**src/rtl/control_multiciclo_pkg.sv**
```systemverilog
//------------------------------------------------------------------------------
// control_multiciclo_pkg
//   Shared opcodes, state codes, mux encodings and control-word type for the
//   multicycle MIPS sequencer, ALU control and Control_Unidad.
// Rev 1.0
//------------------------------------------------------------------------------
`default_nettype none

package control_multiciclo_pkg;

  localparam int NBITS_OP = 6;
  localparam int NBITS_ST = 4;

  localparam logic [NBITS_OP-1:0] OP_BAS  = 6'b000000;
  localparam logic [NBITS_OP-1:0] OP_LW   = 6'b100011;
  localparam logic [NBITS_OP-1:0] OP_SW   = 6'b101011;
  localparam logic [NBITS_OP-1:0] OP_BEQ  = 6'b000100;
  localparam logic [NBITS_OP-1:0] OP_J    = 6'b000010;
  localparam logic [NBITS_OP-1:0] OP_ADDI = 6'b001000;
  localparam logic [NBITS_OP-1:0] OP_HALT = 6'b111111;

  typedef enum logic [NBITS_ST-1:0] {
    ST_FETCH  = 4'd0,
    ST_DECODE = 4'd1,
    ST_MEMADR = 4'd2,
    ST_MEMRD  = 4'd3,
    ST_MEMWB  = 4'd4,
    ST_MEMWR  = 4'd5,
    ST_EXEC   = 4'd6,
    ST_ALUWB  = 4'd7,
    ST_BRANCH = 4'd8,
    ST_ADDIEX = 4'd9,
    ST_ADDIWB = 4'd10,
    ST_JUMP   = 4'd11,
    ST_HALT   = 4'd12
  } state_t;

  localparam logic [1:0] SRCB_B      = 2'b00;
  localparam logic [1:0] SRCB_FOUR   = 2'b01;
  localparam logic [1:0] SRCB_IMM    = 2'b10;
  localparam logic [1:0] SRCB_IMMSH  = 2'b11;

  localparam logic [1:0] ALUOP_ADD   = 2'b00;
  localparam logic [1:0] ALUOP_SUB   = 2'b01;
  localparam logic [1:0] ALUOP_FUNCT = 2'b10;

  localparam logic [1:0] PCSRC_ALU    = 2'b00;
  localparam logic [1:0] PCSRC_ALUOUT = 2'b01;
  localparam logic [1:0] PCSRC_JUMP   = 2'b10;

  typedef struct packed {
    logic       pc_write;
    logic       pc_write_cond;
    logic       iord;
    logic       mem_read;
    logic       mem_write;
    logic       ir_write;
    logic       mem_to_reg;
    logic       reg_dst;
    logic       reg_write;
    logic       alu_src_a;
    logic [1:0] alu_src_b;
    logic [1:0] alu_op;
    logic [1:0] pc_source;
    logic       instr_done;
    logic       illegal;
    logic       halted;
  } ctrl_t;

  function automatic logic op_supported(input logic [NBITS_OP-1:0] op);
    return op inside {OP_BAS, OP_LW, OP_SW, OP_BEQ, OP_J, OP_ADDI, OP_HALT};
  endfunction

endpackage

`default_nettype wire

```
**src/rtl/control_multiciclo_if.sv**
```systemverilog
//------------------------------------------------------------------------------
// control_multiciclo_if
//   Step gate, opcode and memory handshake in; datapath strobes and status out.
// Rev 1.0
//------------------------------------------------------------------------------
`default_nettype none

interface control_multiciclo_if;
  import control_multiciclo_pkg::*;

  logic                i_Enable;
  logic [NBITS_OP-1:0] i_Opcode;
  logic                i_MemReady;
  logic                o_PCWrite;
  logic                o_PCWriteCond;
  logic                o_IorD;
  logic                o_MemRead;
  logic                o_MemWrite;
  logic                o_IRWrite;
  logic                o_MemToReg;
  logic                o_RegDst;
  logic                o_RegWrite;
  logic                o_ALUSrcA;
  logic [1:0]          o_ALUSrcB;
  logic [1:0]          o_ALUOp;
  logic [1:0]          o_PCSource;
  logic [NBITS_ST-1:0] o_State;
  logic                o_InstrDone;
  logic                o_Illegal;
  logic                o_Halted;

  modport master (
    output i_Enable, i_Opcode, i_MemReady,
    input  o_PCWrite, o_PCWriteCond, o_IorD, o_MemRead, o_MemWrite, o_IRWrite,
           o_MemToReg, o_RegDst, o_RegWrite, o_ALUSrcA, o_ALUSrcB, o_ALUOp,
           o_PCSource, o_State, o_InstrDone, o_Illegal, o_Halted
  );

  modport slave (
    input  i_Enable, i_Opcode, i_MemReady,
    output o_PCWrite, o_PCWriteCond, o_IorD, o_MemRead, o_MemWrite, o_IRWrite,
           o_MemToReg, o_RegDst, o_RegWrite, o_ALUSrcA, o_ALUSrcB, o_ALUOp,
           o_PCSource, o_State, o_InstrDone, o_Illegal, o_Halted
  );
endinterface

`default_nettype wire

```
**src/rtl/control_multiciclo_salidas.sv**
```systemverilog
//------------------------------------------------------------------------------
// control_multiciclo_salidas
//   Combinational state -> control-word decoder (ungated strobes).
// Rev 1.0
//------------------------------------------------------------------------------
`default_nettype none

module control_multiciclo_salidas
  import control_multiciclo_pkg::*;
(
  input  state_t              i_state,
  input  logic [NBITS_OP-1:0] i_opcode,
  input  logic                i_mem_ready,
  output ctrl_t               o_ctrl
);

  always_comb begin
    o_ctrl = '0;
    case (i_state)
      ST_FETCH: begin
        o_ctrl.mem_read  = 1'b1;
        o_ctrl.alu_src_b = SRCB_FOUR;
        o_ctrl.ir_write  = i_mem_ready;
        o_ctrl.pc_write  = i_mem_ready;
      end
      ST_DECODE: begin
        o_ctrl.alu_src_b = SRCB_IMMSH;
        o_ctrl.illegal   = ~op_supported(i_opcode);
      end
      ST_MEMADR, ST_ADDIEX: begin
        o_ctrl.alu_src_a = 1'b1;
        o_ctrl.alu_src_b = SRCB_IMM;
      end
      ST_MEMRD: begin
        o_ctrl.mem_read = 1'b1;
        o_ctrl.iord     = 1'b1;
      end
      ST_MEMWB: begin
        o_ctrl.mem_to_reg = 1'b1;
        o_ctrl.reg_write  = 1'b1;
        o_ctrl.instr_done = 1'b1;
      end
      ST_MEMWR: begin
        o_ctrl.mem_write  = 1'b1;
        o_ctrl.iord       = 1'b1;
        o_ctrl.instr_done = i_mem_ready;
      end
      ST_EXEC: begin
        o_ctrl.alu_src_a = 1'b1;
        o_ctrl.alu_op    = ALUOP_FUNCT;
      end
      ST_ALUWB: begin
        o_ctrl.reg_dst    = 1'b1;
        o_ctrl.reg_write  = 1'b1;
        o_ctrl.instr_done = 1'b1;
      end
      ST_BRANCH: begin
        o_ctrl.alu_src_a     = 1'b1;
        o_ctrl.alu_op        = ALUOP_SUB;
        o_ctrl.pc_write_cond = 1'b1;
        o_ctrl.pc_source     = PCSRC_ALUOUT;
        o_ctrl.instr_done    = 1'b1;
      end
      ST_ADDIWB: begin
        o_ctrl.reg_write  = 1'b1;
        o_ctrl.instr_done = 1'b1;
      end
      ST_JUMP: begin
        o_ctrl.pc_write   = 1'b1;
        o_ctrl.pc_source  = PCSRC_JUMP;
        o_ctrl.instr_done = 1'b1;
      end
      ST_HALT: o_ctrl.halted = 1'b1;
      default: o_ctrl = '0;
    endcase
  end

endmodule

`default_nettype wire

```
**src/rtl/control_multiciclo.sv**
```systemverilog
//------------------------------------------------------------------------------
// control_multiciclo
//   Multicycle MIPS sequencer: state register, next-state logic, step gating.
// Rev 1.0
//------------------------------------------------------------------------------
`default_nettype none

module control_multiciclo
  import control_multiciclo_pkg::*;
(
  input  logic                 i_clk,
  input  logic                 i_reset,
  control_multiciclo_if.slave  bus
);

  state_t r_state;
  ctrl_t  w_raw;
  ctrl_t  w_ctrl;

  always_ff @(posedge i_clk) begin
    if (i_reset) begin
      r_state <= ST_FETCH;
    end else if (bus.i_Enable) begin
      case (r_state)
        ST_FETCH:  if (bus.i_MemReady) r_state <= ST_DECODE;
        ST_DECODE: begin
          case (bus.i_Opcode)
            OP_LW, OP_SW: r_state <= ST_MEMADR;
            OP_BAS:       r_state <= ST_EXEC;
            OP_BEQ:       r_state <= ST_BRANCH;
            OP_J:         r_state <= ST_JUMP;
            OP_ADDI:      r_state <= ST_ADDIEX;
            OP_HALT:      r_state <= ST_HALT;
            default:      r_state <= ST_FETCH;
          endcase
        end
        ST_MEMADR: r_state <= (bus.i_Opcode == OP_SW) ? ST_MEMWR : ST_MEMRD;
        ST_MEMRD:  if (bus.i_MemReady) r_state <= ST_MEMWB;
        ST_MEMWR:  if (bus.i_MemReady) r_state <= ST_FETCH;
        ST_EXEC:   r_state <= ST_ALUWB;
        ST_ADDIEX: r_state <= ST_ADDIWB;
        ST_HALT:   r_state <= ST_HALT;
        default:   r_state <= ST_FETCH;
      endcase
    end
  end

  control_multiciclo_salidas u_salidas (
    .i_state     (r_state),
    .i_opcode    (bus.i_Opcode),
    .i_mem_ready (bus.i_MemReady),
    .o_ctrl      (w_raw)
  );

  // A frozen step keeps mux selects stable but suppresses every side effect.
  always_comb begin
    w_ctrl = w_raw;
    if (!bus.i_Enable) begin
      w_ctrl.pc_write      = 1'b0;
      w_ctrl.pc_write_cond = 1'b0;
      w_ctrl.ir_write      = 1'b0;
      w_ctrl.reg_write     = 1'b0;
      w_ctrl.mem_write     = 1'b0;
      w_ctrl.mem_read      = 1'b0;
      w_ctrl.instr_done    = 1'b0;
      w_ctrl.illegal       = 1'b0;
    end
    if (i_reset) w_ctrl = '0;
  end

  assign bus.o_PCWrite     = w_ctrl.pc_write;
  assign bus.o_PCWriteCond = w_ctrl.pc_write_cond;
  assign bus.o_IorD        = w_ctrl.iord;
  assign bus.o_MemRead     = w_ctrl.mem_read;
  assign bus.o_MemWrite    = w_ctrl.mem_write;
  assign bus.o_IRWrite     = w_ctrl.ir_write;
  assign bus.o_MemToReg    = w_ctrl.mem_to_reg;
  assign bus.o_RegDst      = w_ctrl.reg_dst;
  assign bus.o_RegWrite    = w_ctrl.reg_write;
  assign bus.o_ALUSrcA     = w_ctrl.alu_src_a;
  assign bus.o_ALUSrcB     = w_ctrl.alu_src_b;
  assign bus.o_ALUOp       = w_ctrl.alu_op;
  assign bus.o_PCSource    = w_ctrl.pc_source;
  assign bus.o_InstrDone   = w_ctrl.instr_done;
  assign bus.o_Illegal     = w_ctrl.illegal;
  assign bus.o_Halted      = w_ctrl.halted;
  assign bus.o_State       = i_reset ? {NBITS_ST{1'b0}} : NBITS_ST'(r_state);

endmodule

`default_nettype wire
```
**src/flat_wrapper.sv**
```systemverilog
// flat-port wrapper written by rule: the top's interface ports become plain ports
module control_multiciclo_flat import control_multiciclo_pkg::*;
  (i_clk, i_reset, bus_i_Enable, bus_i_Opcode, bus_i_MemReady, bus_o_PCWrite, bus_o_PCWriteCond, bus_o_IorD, bus_o_MemRead, bus_o_MemWrite, bus_o_IRWrite, bus_o_MemToReg, bus_o_RegDst, bus_o_RegWrite, bus_o_ALUSrcA, bus_o_ALUSrcB, bus_o_ALUOp, bus_o_PCSource, bus_o_State, bus_o_InstrDone, bus_o_Illegal, bus_o_Halted);
  control_multiciclo_if bus_i ();
  input  logic i_clk;
  input  logic i_reset;
  input wire logic [$bits(bus_i.i_Enable)-1:0] bus_i_Enable;
  input wire logic [$bits(bus_i.i_Opcode)-1:0] bus_i_Opcode;
  input wire logic [$bits(bus_i.i_MemReady)-1:0] bus_i_MemReady;
  output wire logic [$bits(bus_i.o_PCWrite)-1:0] bus_o_PCWrite;
  output wire logic [$bits(bus_i.o_PCWriteCond)-1:0] bus_o_PCWriteCond;
  output wire logic [$bits(bus_i.o_IorD)-1:0] bus_o_IorD;
  output wire logic [$bits(bus_i.o_MemRead)-1:0] bus_o_MemRead;
  output wire logic [$bits(bus_i.o_MemWrite)-1:0] bus_o_MemWrite;
  output wire logic [$bits(bus_i.o_IRWrite)-1:0] bus_o_IRWrite;
  output wire logic [$bits(bus_i.o_MemToReg)-1:0] bus_o_MemToReg;
  output wire logic [$bits(bus_i.o_RegDst)-1:0] bus_o_RegDst;
  output wire logic [$bits(bus_i.o_RegWrite)-1:0] bus_o_RegWrite;
  output wire logic [$bits(bus_i.o_ALUSrcA)-1:0] bus_o_ALUSrcA;
  output wire logic [$bits(bus_i.o_ALUSrcB)-1:0] bus_o_ALUSrcB;
  output wire logic [$bits(bus_i.o_ALUOp)-1:0] bus_o_ALUOp;
  output wire logic [$bits(bus_i.o_PCSource)-1:0] bus_o_PCSource;
  output wire logic [$bits(bus_i.o_State)-1:0] bus_o_State;
  output wire logic [$bits(bus_i.o_InstrDone)-1:0] bus_o_InstrDone;
  output wire logic [$bits(bus_i.o_Illegal)-1:0] bus_o_Illegal;
  output wire logic [$bits(bus_i.o_Halted)-1:0] bus_o_Halted;
  assign bus_i.i_Enable = bus_i_Enable;
  assign bus_i.i_Opcode = bus_i_Opcode;
  assign bus_i.i_MemReady = bus_i_MemReady;
  assign bus_o_PCWrite = bus_i.o_PCWrite;
  assign bus_o_PCWriteCond = bus_i.o_PCWriteCond;
  assign bus_o_IorD = bus_i.o_IorD;
  assign bus_o_MemRead = bus_i.o_MemRead;
  assign bus_o_MemWrite = bus_i.o_MemWrite;
  assign bus_o_IRWrite = bus_i.o_IRWrite;
  assign bus_o_MemToReg = bus_i.o_MemToReg;
  assign bus_o_RegDst = bus_i.o_RegDst;
  assign bus_o_RegWrite = bus_i.o_RegWrite;
  assign bus_o_ALUSrcA = bus_i.o_ALUSrcA;
  assign bus_o_ALUSrcB = bus_i.o_ALUSrcB;
  assign bus_o_ALUOp = bus_i.o_ALUOp;
  assign bus_o_PCSource = bus_i.o_PCSource;
  assign bus_o_State = bus_i.o_State;
  assign bus_o_InstrDone = bus_i.o_InstrDone;
  assign bus_o_Illegal = bus_i.o_Illegal;
  assign bus_o_Halted = bus_i.o_Halted;
  control_multiciclo u_core (.i_clk(i_clk), .i_reset(i_reset), .bus(bus_i));
endmodule
```
**config.mk**
```make
export PLATFORM = sky130hd
export DESIGN_NAME = control_multiciclo_flat
export DESIGN_NICKNAME = d
export VERILOG_FILES = /design/src/rtl/control_multiciclo_pkg.sv /design/src/rtl/control_multiciclo_if.sv /design/src/rtl/control_multiciclo_salidas.sv /design/src/rtl/control_multiciclo.sv /design/src/flat_wrapper.sv
export SDC_FILE = /design/constraint.sdc
export NUM_CORES = 1
export LEC_CHECK = 0
export CORE_MARGIN = 3
export CORE_UTILIZATION = 30
export CTS_BUF_LIST = sky130_fd_sc_hd__clkbuf_16
export CTS_CLUSTER_SIZE = 14
export DETAILED_ROUTE_END_ITERATION = 12
export HOLD_SLACK_MARGIN = 0.08
export SLEW_MARGIN = 10
export SYNTH_ARGS = -nofsm -noshare
export SYNTH_HDL_FRONTEND = slang
export SYNTH_SLANG_ARGS = --single-unit
```
**constraint.sdc**
```tcl
create_clock -name i_clk -period 3.56 [get_ports i_clk]
set_input_delay 0.534 -clock i_clk [delete_from_list [all_inputs] [get_ports i_clk]]
set_output_delay 0.534 -clock i_clk [all_outputs]
set_load 0.03 [all_outputs]
```
Word-level counts from Yosys, hierarchy flattened
Index checks and enable logic that the tools add are counted.

Register bits after elaboration: 4. Input port bits: 10. Output and inout port bits: 23. Logic and storage cells: 62.

Equality and inequality tests: 21. Muxes and demuxes: 28. Bitwise operators: 1. Reduce and logical (&&, ||, !) cells: 11.

Operator list (number): 4-bit one-hot mux with 8 select lines (1); 4-bit one-hot mux with 6 select lines (1); 4-bit == test (second input constant) (5); 19-bit two-way mux (1); 6-bit == test (second input constant) (3); 4-bit by 3-bit == test with 1-bit output (second input constant) (4); 4-bit two-way mux (4); 1-bit two-way mux (12); 4-bit by 2-bit == test with 1-bit output (second input constant) (2); 2-bit one-hot mux with 2 select lines (2); 2-bit OR reduction (4); 7-bit nonzero test (1); 6-bit by 2-bit == test with 1-bit output (second input constant) (1); 6-bit by 3-bit == test with 1-bit output (second input constant) (1); 6-bit by 4-bit == test with 1-bit output (second input constant) (1); 6-bit logical NOT (1); 3-bit two-way mux (2); 2-bit != test (second input constant) (3); 2-bit one-hot mux with 3 select lines (1); 5-bit OR reduction (1); 4-bit by 1-bit == test with 1-bit output (second input constant) (1); 4-bit logical NOT (1); 2-bit two-way mux (2); 1-bit one-hot mux with 2 select lines (2); other kinds (4) (4).

Logic depth before layout (Yosys ltp)
Depth after elaboration: 6. Depth in mapped cells: 6. Depth with buffers taken out: 5.

Cells and area by module
Synthesis repeated with hierarchy kept, for this count alone.

Cell total of the unflattened synthesis: 133. Area total of the unflattened synthesis: 889.6 sq um.

Modules (own cells, without submodules): control_multiciclo (times used 1, cells an instance 88, area an instance 618.1 sq um, sequential area each 80.1 sq um); control_multiciclo_salidas (times used 1, cells an instance 45, area an instance 271.5 sq um, sequential area each 0.0 sq um).

Worst setup path before layout
OpenSTA, ideal clock, no wires.

Kind: input to output. Start point: input port bus_i_Opcode[3]. End point: output port bus_o_Illegal. Arrival: 2.660 ns. Data required time: 3.026 ns. Slack: 0.366 ns. Stages on the path: 5. Path buffers: 1. Cells stage by stage: clkbuf_1 nand4_1 o32ai_1 a22o_1 a2111oi_0.

Word-level cells in the longest chain between the ends: 6. Elaborated cells on any way between the ends: 12. Those cells by class: eq/ne (6); mux (3); bitwise (1); reduce/logical (2).

RTL lines: start, declared (line flat_wrapper.sv:8) `input wire logic [$bits(bus_i.i_Opcode)-1:0] bus_i_Opcode;`; 6-bit == test, or another cell as far along (line control_multiciclo_pkg.sv:71) `return op inside {OP_BAS, OP_LW, OP_SW, OP_BEQ, OP_J, OP_ADDI, OP_HALT};`; 7-bit nonzero test (*) (line control_multiciclo_pkg.sv:71); 1-bit inverter (*) (line control_multiciclo_salidas.sv:28) `o_ctrl.illegal = ~op_supported(i_opcode);`; 1-bit two-way mux (*) (line control_multiciclo_salidas.sv:19) `case (i_state)`; 2-bit two-way mux (*) (line control_multiciclo.sv:58) `if (!bus.i_Enable) begin`; 19-bit two-way mux (*) (line control_multiciclo.sv:68) `if (i_reset) w_ctrl = '0;`; end, declared (line flat_wrapper.sv:25) `output wire logic [$bits(bus_i.o_Illegal)-1:0] bus_o_Illegal;`.

Mark *: on every way between the ends. The rest lies on a longest branch, timed or not.

Final worst setup path
Start point: input port bus_i_Opcode[0]. End point: output port bus_o_Illegal.

The elaborated chain is that of the path after synthesis.

==> impl_metrics.py <==
metrics = {
    "synth": {
        "synth_top_area_cell": "dfxtp_1",
        "synth_commonest_cells": "nor2_1 (13), nand2_1 (9), a21oi_1 (8)",
        "async_reset_ff_share_pct": 0,
        "synth_top_cell_area_share_pct": 12.3,
        "ys_seq_area_share_pct": 12.3,
        "ys.flop_type": "dfxtp_1",
        "syn_area_um2": 652,
        "synthCells": 104,
        "syn_area_per_cell_um2": 6.27,
        "synth.distinct_cells": 37,
        "syn_nets": 114,
        "synth.area.top_cells": "dfxtp_1 (12%), nor2_1 (7.5%), a21oi_1 (6.1%)",
        "yosys.cell_count.top_type": "nor2_1",
        "synth_edf_count": 0,
        "ys_warn_count": 0,
        "ys_seq_elements": 4,
    },
    "grt": {
        "grt-ovfl-total": 0,
        "grt_pass1_wl_um": 3680,
        "grtUsageTotal_pct": 17.1,
        "grt_pass1_vias": 802,
        "grt_max_degree": 18,
        "antenna_found_initial": 0,
    },
    "final_layout": {
        "regMostFlops": "u_core.r_state",
        "multi_input_area_um2": 522,
        "finalNonFillerCells": 161,
        "ff_latch_area_um2": 80.1,
        "largest_reg_flops": 4,
        "syn_to_final_growth_pct": 63.9,
        "top_regs": "u_core.r_state: 4 flops",
        "drive_gt1_share_pct": 6.72,
        "fillers": 207,
        "final_nets": 146,
        "n_antenna_cell": 0,
    },
    "sta": {
        "fin_setup_tns_ps": 0,
        "fin_worst_skew_ps": 3.93,
        "hold_viol": 0,
        "fin_crit_ps": 3240,
        "drv_slew": 0,
        "tightest_slew_ps": 582,
        "fin_crit_sh_pct": 91.1,
        "finalSetupViolCount": 0,
        "max_freq_mhz": 308,
        "slew_headroom_pct": 61.2,
        "rsz0062_at_grt": "no",
    },
    "clocking": {
        "insertion_delay_ps": 220,
        "cts_setup_buffers": 0,
        "cts_tree": "done",
        "clk_pin_slew_worst_paths_ps": 30,
        "clock_path_buffers": 2,
        "hold_buffers": 0,
        "cts_resized": 0,
        "htree_num_levels": 1,
        "cts.sinks": 4,
        "cts_inserted_buffers": 3,
        "clock-root-buffer": "clkbuf_16",
    },
    "floorplanning": {
        "num_rows": 16,
        "ios": 33,
        "dieArea_um2": 2770,
        "die_h_um": 52.6,
        "start_util_pct": 32.6,
        "die_x_um": 52.6,
        "core-area_um2": 2000,
    },
    "worst_setup_path": {
        "regToRegStartpoint": "u_core.r_state[1]",
        "cp_slowest_stage_delay_ps": 740,
        "worstReg2RegEnd": "u_core.r_state[3]",
        "required_ps": 3030,
        "r2r_cells": 5,
        "cp_common_cell": "clkdlybuf4s50_1",
        "path_class": "primary input to primary output",
        "regToRegSetupSlack_ps": 1580,
        "slowest_stage": "clkdlybuf4s50_1",
        "crit_path_end_kind": "primary output",
        "cp.arrival_ps": 2710,
        "worstPathCellList": "clkdlybuf4s50_1, or3_4, o32ai_1, a22o_1, a2111oi_0, clkdlybuf4s50_1",
        "path_max_fanout": 7,
        "cp-start-kind": "primary input",
    },
    "min_path": {
        "min_to": "u_core.r_state[3]",
        "hold-path-cell-count": 2,
        "worst_hold_startpoint": "u_core.r_state[3]",
        "hp-class": "flip-flop to flip-flop",
    },
    "route": {
        "routed_wirelength_um": 2190,
        "drtIter0Drc": 26,
        "routedWlPerCell_um": 13.6,
        "via_per_inst": 5.57,
        "drc": 0,
        "ant_nets": 0,
        "vias": 896,
        "drtPass1Iterations": 4,
    },
    "run_status": {
        "status": "finished clean",
    },
    "run": {
        "max_cap_viol_count": 0,
    },
    "placement": {
        "portBuffers": 32,
        "place_congestion": 0.892,
        "dp_hpwl_um": 1690,
        "dp_cells": 158,
    },
    "power_and_ir_drop": {
        "p_per_area_nw_per_um2": 279,
        "max-vdd-ir-drop_mv": 0.334,
        "p_leak_nw": 0.375,
    },
}
-- layout make-up --
class,count,area share [%]
Clock buffer,3,7.03
Multi-Input combinational cell,87,48.8
Timing Repair Buffer,34,31.4
Tap cell,27,3.16
Sequential cell,4,7.49
Inverter,6,2.11
-- where the power goes --
part | leakage [nW] | switching (mW) | total (mW) | internal, mW
logic | 0.306 | 0.0377 | 0.0706 | 0.0328
clock network | 0.0370 | 0.0320 | 0.176 | 0.144
registers | 0.0324 | 0.00518 | 0.0517 | 0.0465
-- routing by layer --
layer  routed length (um)  GRT usage (%)  vias to the layer above  part of all wire (%)
met1                  985           23.9                      408                    45
met4                   15           6.38                        0                  0.68
met5                    0              0                        -                     0
li1                     -              -                      443                     -
met2                 1020           25.6                       43                    46
met3                  171           3.13                        2                   7.8
-- how the worst max path moves through the flow --
stage               endpoint            start  depth (start not counted)
6_report       bus_o_Illegal  bus_i_Opcode[0]                          6
4_1_cts        bus_o_Illegal  bus_i_Opcode[0]                          6
3_5_place_dp   bus_o_Illegal  bus_i_Opcode[0]                          6
3_3_place_gp   bus_o_Illegal  bus_i_Opcode[3]                          6
2_1_floorplan  bus_o_Illegal  bus_i_Opcode[3]                          5
5_1_grt        bus_o_Illegal  bus_i_Opcode[3]                          6
-- metrics by stage --
step	cell area (um2)	setup slack, ps	hold slack [ps]	util (%)	total power, mW
final	1070	318	784	53.4	0.298
after global routing	1070	96.9	834	53.4	0.309
after CTS	1070	334	768	53.4	0.298
after floorplan	652	366	647	-	0.0909
after global placement	993	382	822	49.6	0.122
after detailed placement	993	337	755	49.6	0.122
-- placed cells by master (no fill, tap or decap), types with 2 or more instances in the layout --
cell and count:
nor2b_1 2, nand2_1 9, nor4_1 6, o31ai_1 2
and2_1 2, or3_1 2, a21o_1 2, a21oi_1 8
a31oi_1 4, xnor2_1 3, clkbuf_16 3, dfxtp_1 4
buf_4 2, nand3_1 2, nor3_1 7, nand2b_1 6
clkdlybuf4s50_1 32, nor2_1 13, inv_1 6, xor2_1 2
-- critical path: cells and delay by family --
family	cells	cell delay [ps]
compound gates	3	660
buf+inv	2	1330
simple gates	1	180
-- cell families after synthesis --
logic type | share of synthesized area, %
buf+inv | 7.68
compound gates | 30.1
flops | 12.3
mux | 1.54
simple gates | 41.7
xor+xnor | 6.72
Power figures use the tool's default switching activity.
==> RTL change 1 (same settings) <==
The package constant `NBITS_OP` goes from 6 to 8.
--- a/src/rtl/control_multiciclo_pkg.sv
+++ b/src/rtl/control_multiciclo_pkg.sv
@@ -9,5 +9,5 @@
 package control_multiciclo_pkg;
 
-  localparam int NBITS_OP = 6;
+  localparam int NBITS_OP = 8;
   localparam int NBITS_ST = 4;
 
Ports: changed (resized bus_i_Opcode); port bits go from 33 to 35. No check against the original RTL was run, so the function may have changed too.
==> RTL change 1 against the original RTL <==
Area after synthesis increased by 13%; routed wire length increased by 10%; cell area increased by 6.4%; global-route usage decreased by 0.86 points; fmax increased by 1.0%; combinational power increased by 9.1%; setup slack improved by 0.033 ns; sequential cell count unchanged; worst hold slack got worse by 0.022 ns; power about the same; sequential share of layout area decreased by 0.45 points; highest routed layer unchanged.
==> RTL change 1: results (changes against the original RTL) <==
metric;value;unit;change
hold path endpoint;u_core.r_state[0]$_SDFFE_PP0P_;;
RR Endpoint;u_core.r_state[2]$_SDFFE_PP0P_;;
CP arrival;2.67;ns;-0.04 ns
Worst Skew;0.00112;ns;-0.00280 ns
row cnt;17;;+1
fin nets;151;;+3.4%
VDD IR-drop max;0.241;mV;-28%
all-layer global routing usage;16.3;%;-0.86 points
synth unique cells;46;;+24%
mux cell area share after synthesis;1.36;%;-0.17 points
Hold Crit Start;u_core.r_state[0]$_SDFFE_PP0P_;;
wire per inst;14.6;µm;+7.5%
DP Worst Slack;0.352;ns;+0.0158 ns
crit path from;bus_i_Enable;;
Synth Area in Compound Gates;27.6;%;-2.5 points
worst reg2reg setup slack;1.69;ns;+0.11 ns
Synth Area in XOR/XNOR;4.77;%;-1.9 points
Hold Slack;0.762;ns;-0.0221 ns
Final Critical Period;3.21;ns;-0.0328 ns
DPL Wire Length;1820;µm;+7.7%
share of layout cells above drive strength 1;7.30;%;+0.58 points
status;complete, no violations;;
most area-consuming cells after synthesis;dfxtp_1 (11%), nand2b_1 (7.7%), buf_6 (6.1%);;
Routability Congestion;0.836;;-6.3%
Max stage delay on crit path;0.70;ns;-0.04 ns
vias in the first global route;941;;+17%
commonest cells in the netlist;nand2_1 (9), nand2b_1 (9), a21oi_1 (8), nor2_1 (8);;
global-route wire length before repair;4170;µm;+13%
Synth Area per Inst;6.93;µm²;+11%
==> RTL change 1: cell types whose count changed after synthesis, moves of 2 or more <==
cell / unedited run / this run
o31ai_1: 2 / 0
a211oi_1: 1 / 4
nand2b_1: 6 / 9
clkbuf_1: 5 / 1
buf_6: 0 / 4
nor2_1: 13 / 8
a31oi_1: 4 / 1
==> RTL change 1: logic make-up after synthesis <==
family / count (synthesis)
xor+xnor: 4
simple gates: 55
mux: 1
flops: 4
compound gates: 28
buf+inv: 14
==> RTL change 1: power breakdown <==
part | internal [µW] | total [µW] | switching, µW
Sequential | 46.4 | 47.4 | 0.918
Clock | 143 | 173 | 30.0
Combinational | 34.4 | 77.0 | 42.6
==> RTL change 1: per-layer routing <==
metal / wire [µm] / track usage [%] / vias to the layer above
li1: - / - / 461
met1: 1070 / 20.0 / 442
met2: 1220 / 27.4 / 30
met3: 108 / 3.27 / 4
met4: 18 / 6.60 / 0
met5: 0 / 0 / -
==> RTL change 2 (config.mk and constraints unchanged) <==
Made on the original files. Make the reset (`i_reset`) asynchronous in one clocked block.
--- a/src/rtl/control_multiciclo.sv
+++ b/src/rtl/control_multiciclo.sv
@@ -18,5 +18,5 @@
   ctrl_t  w_ctrl;
 
-  always_ff @(posedge i_clk) begin
+  always_ff @(posedge i_clk or posedge i_reset) begin
     if (i_reset) begin
       r_state <= ST_FETCH;
Function: same outputs for any inputs over 10 cycles, from zero or initial values and one cycle with i_reset high; that may be too few to reach the edited logic, so the function may still have changed.
==> RTL change 2 against the original RTL <==
Die area increased by 6.8%; area after synthesis is 7.7% higher; sequential cell count did not move; routed wire length increased by 2.3%; via count is 3.6% lower; cell area increased by 0.35%; clock skew shrank 0.0030 ns; setup slack gained 0.050 ns; critical path type unchanged.
Power is not compared: it rests on default switching activity, and its combinational part moved more than twofold at a synthesized area within 25%.
==> RTL change 2: results (changes against the original RTL) <==
metric;value;unit;change
status;complete, no violations;;
Worst Skew;0.000896;ns;-0.00303 ns
multi-input gates;78;;-10%
RR Endpoint;u_core.r_state[0]$_DFFE_PP0P_;;
Signal buf overhead;30.6;%;-0.81 points
Reg area;100;µm²;+25%
sequential share of cell area;9.33;%;+1.8 points
clk cell area share;7.00;%;-0.025 points
GR Util met1;19.9;%;-3.9 points
Metal-1 WL;1020;µm;+3.8%
DR vias;864;;-3.6%
DPL Wire Length;1670;µm;-1.2%
Met3 Routed Length;135;µm;-21%
Routability Congestion;0.732;;-18%
multi-input gate share of total cell area;47.8;%;-0.99 points
cells on worst reg2reg path;4;;-1
vias in the first global route;794;;-1.0%
wire per inst;14.9;µm;+9.1%
most area-consuming cells after synthesis;dfrtp_1 (14%), nor4_1 (6.2%), nor2_1 (5.3%);;
all-layer global routing usage;16.5;%;-0.61 points
asr flop ratio synth;100;%;+100 points
number of DRC markers in iteration 0;25;;-3.8%
Repair and plain buffers;33;;-2.9%
met3 Use GR;2.45;%;-0.68 points
Seq/Total Area, Yosys;14.3;%;+2.0 points
commonest cells in the netlist;nor2_1 (10), nand2_1 (7), nor4_1 (7);;
fin nets;136;;-6.8%
Hold Slack;0.720;ns;-0.0642 ns
worst r2r src;u_core.r_state[1]$_DFFE_PP0P_;;
pin count of the biggest net entering global routing;21;;+3
## RTL change 2: changes by cell type in the layout (fill, tap and decap cells not counted), moves of 4 or more
cell and change:
dfxtp_1 -4, a21oi_1 -4, nand2b_1 -4, dfrtp_1 +4
## RTL change 2: per-stage QoR
stage / setup slack, ns / total power [µW] / std cells
2_1_floorplan: 0.432 / 456 / 97
3_3_place_gp: 0.399 / 586 / 148
3_5_place_dp: 0.344 / 586 / 148
4_1_cts: 0.324 / 763 / 151
5_1_grt: 0.192 / 817 / 151
6_report: 0.368 / 763 / 151
## RTL change 2: kinds of logic (layout without fill, tap and decap cells)
kind of cell	count (synthesis)	after routing	synth area share (%)
buffers and inverters	15	42	12.7
AND/OR/NAND/NOR	49	49	39.9
AO/OA/AOI/OAI	26	26	29.4
flip-flops	4	4	14.3
XOR/XNOR	3	3	3.74
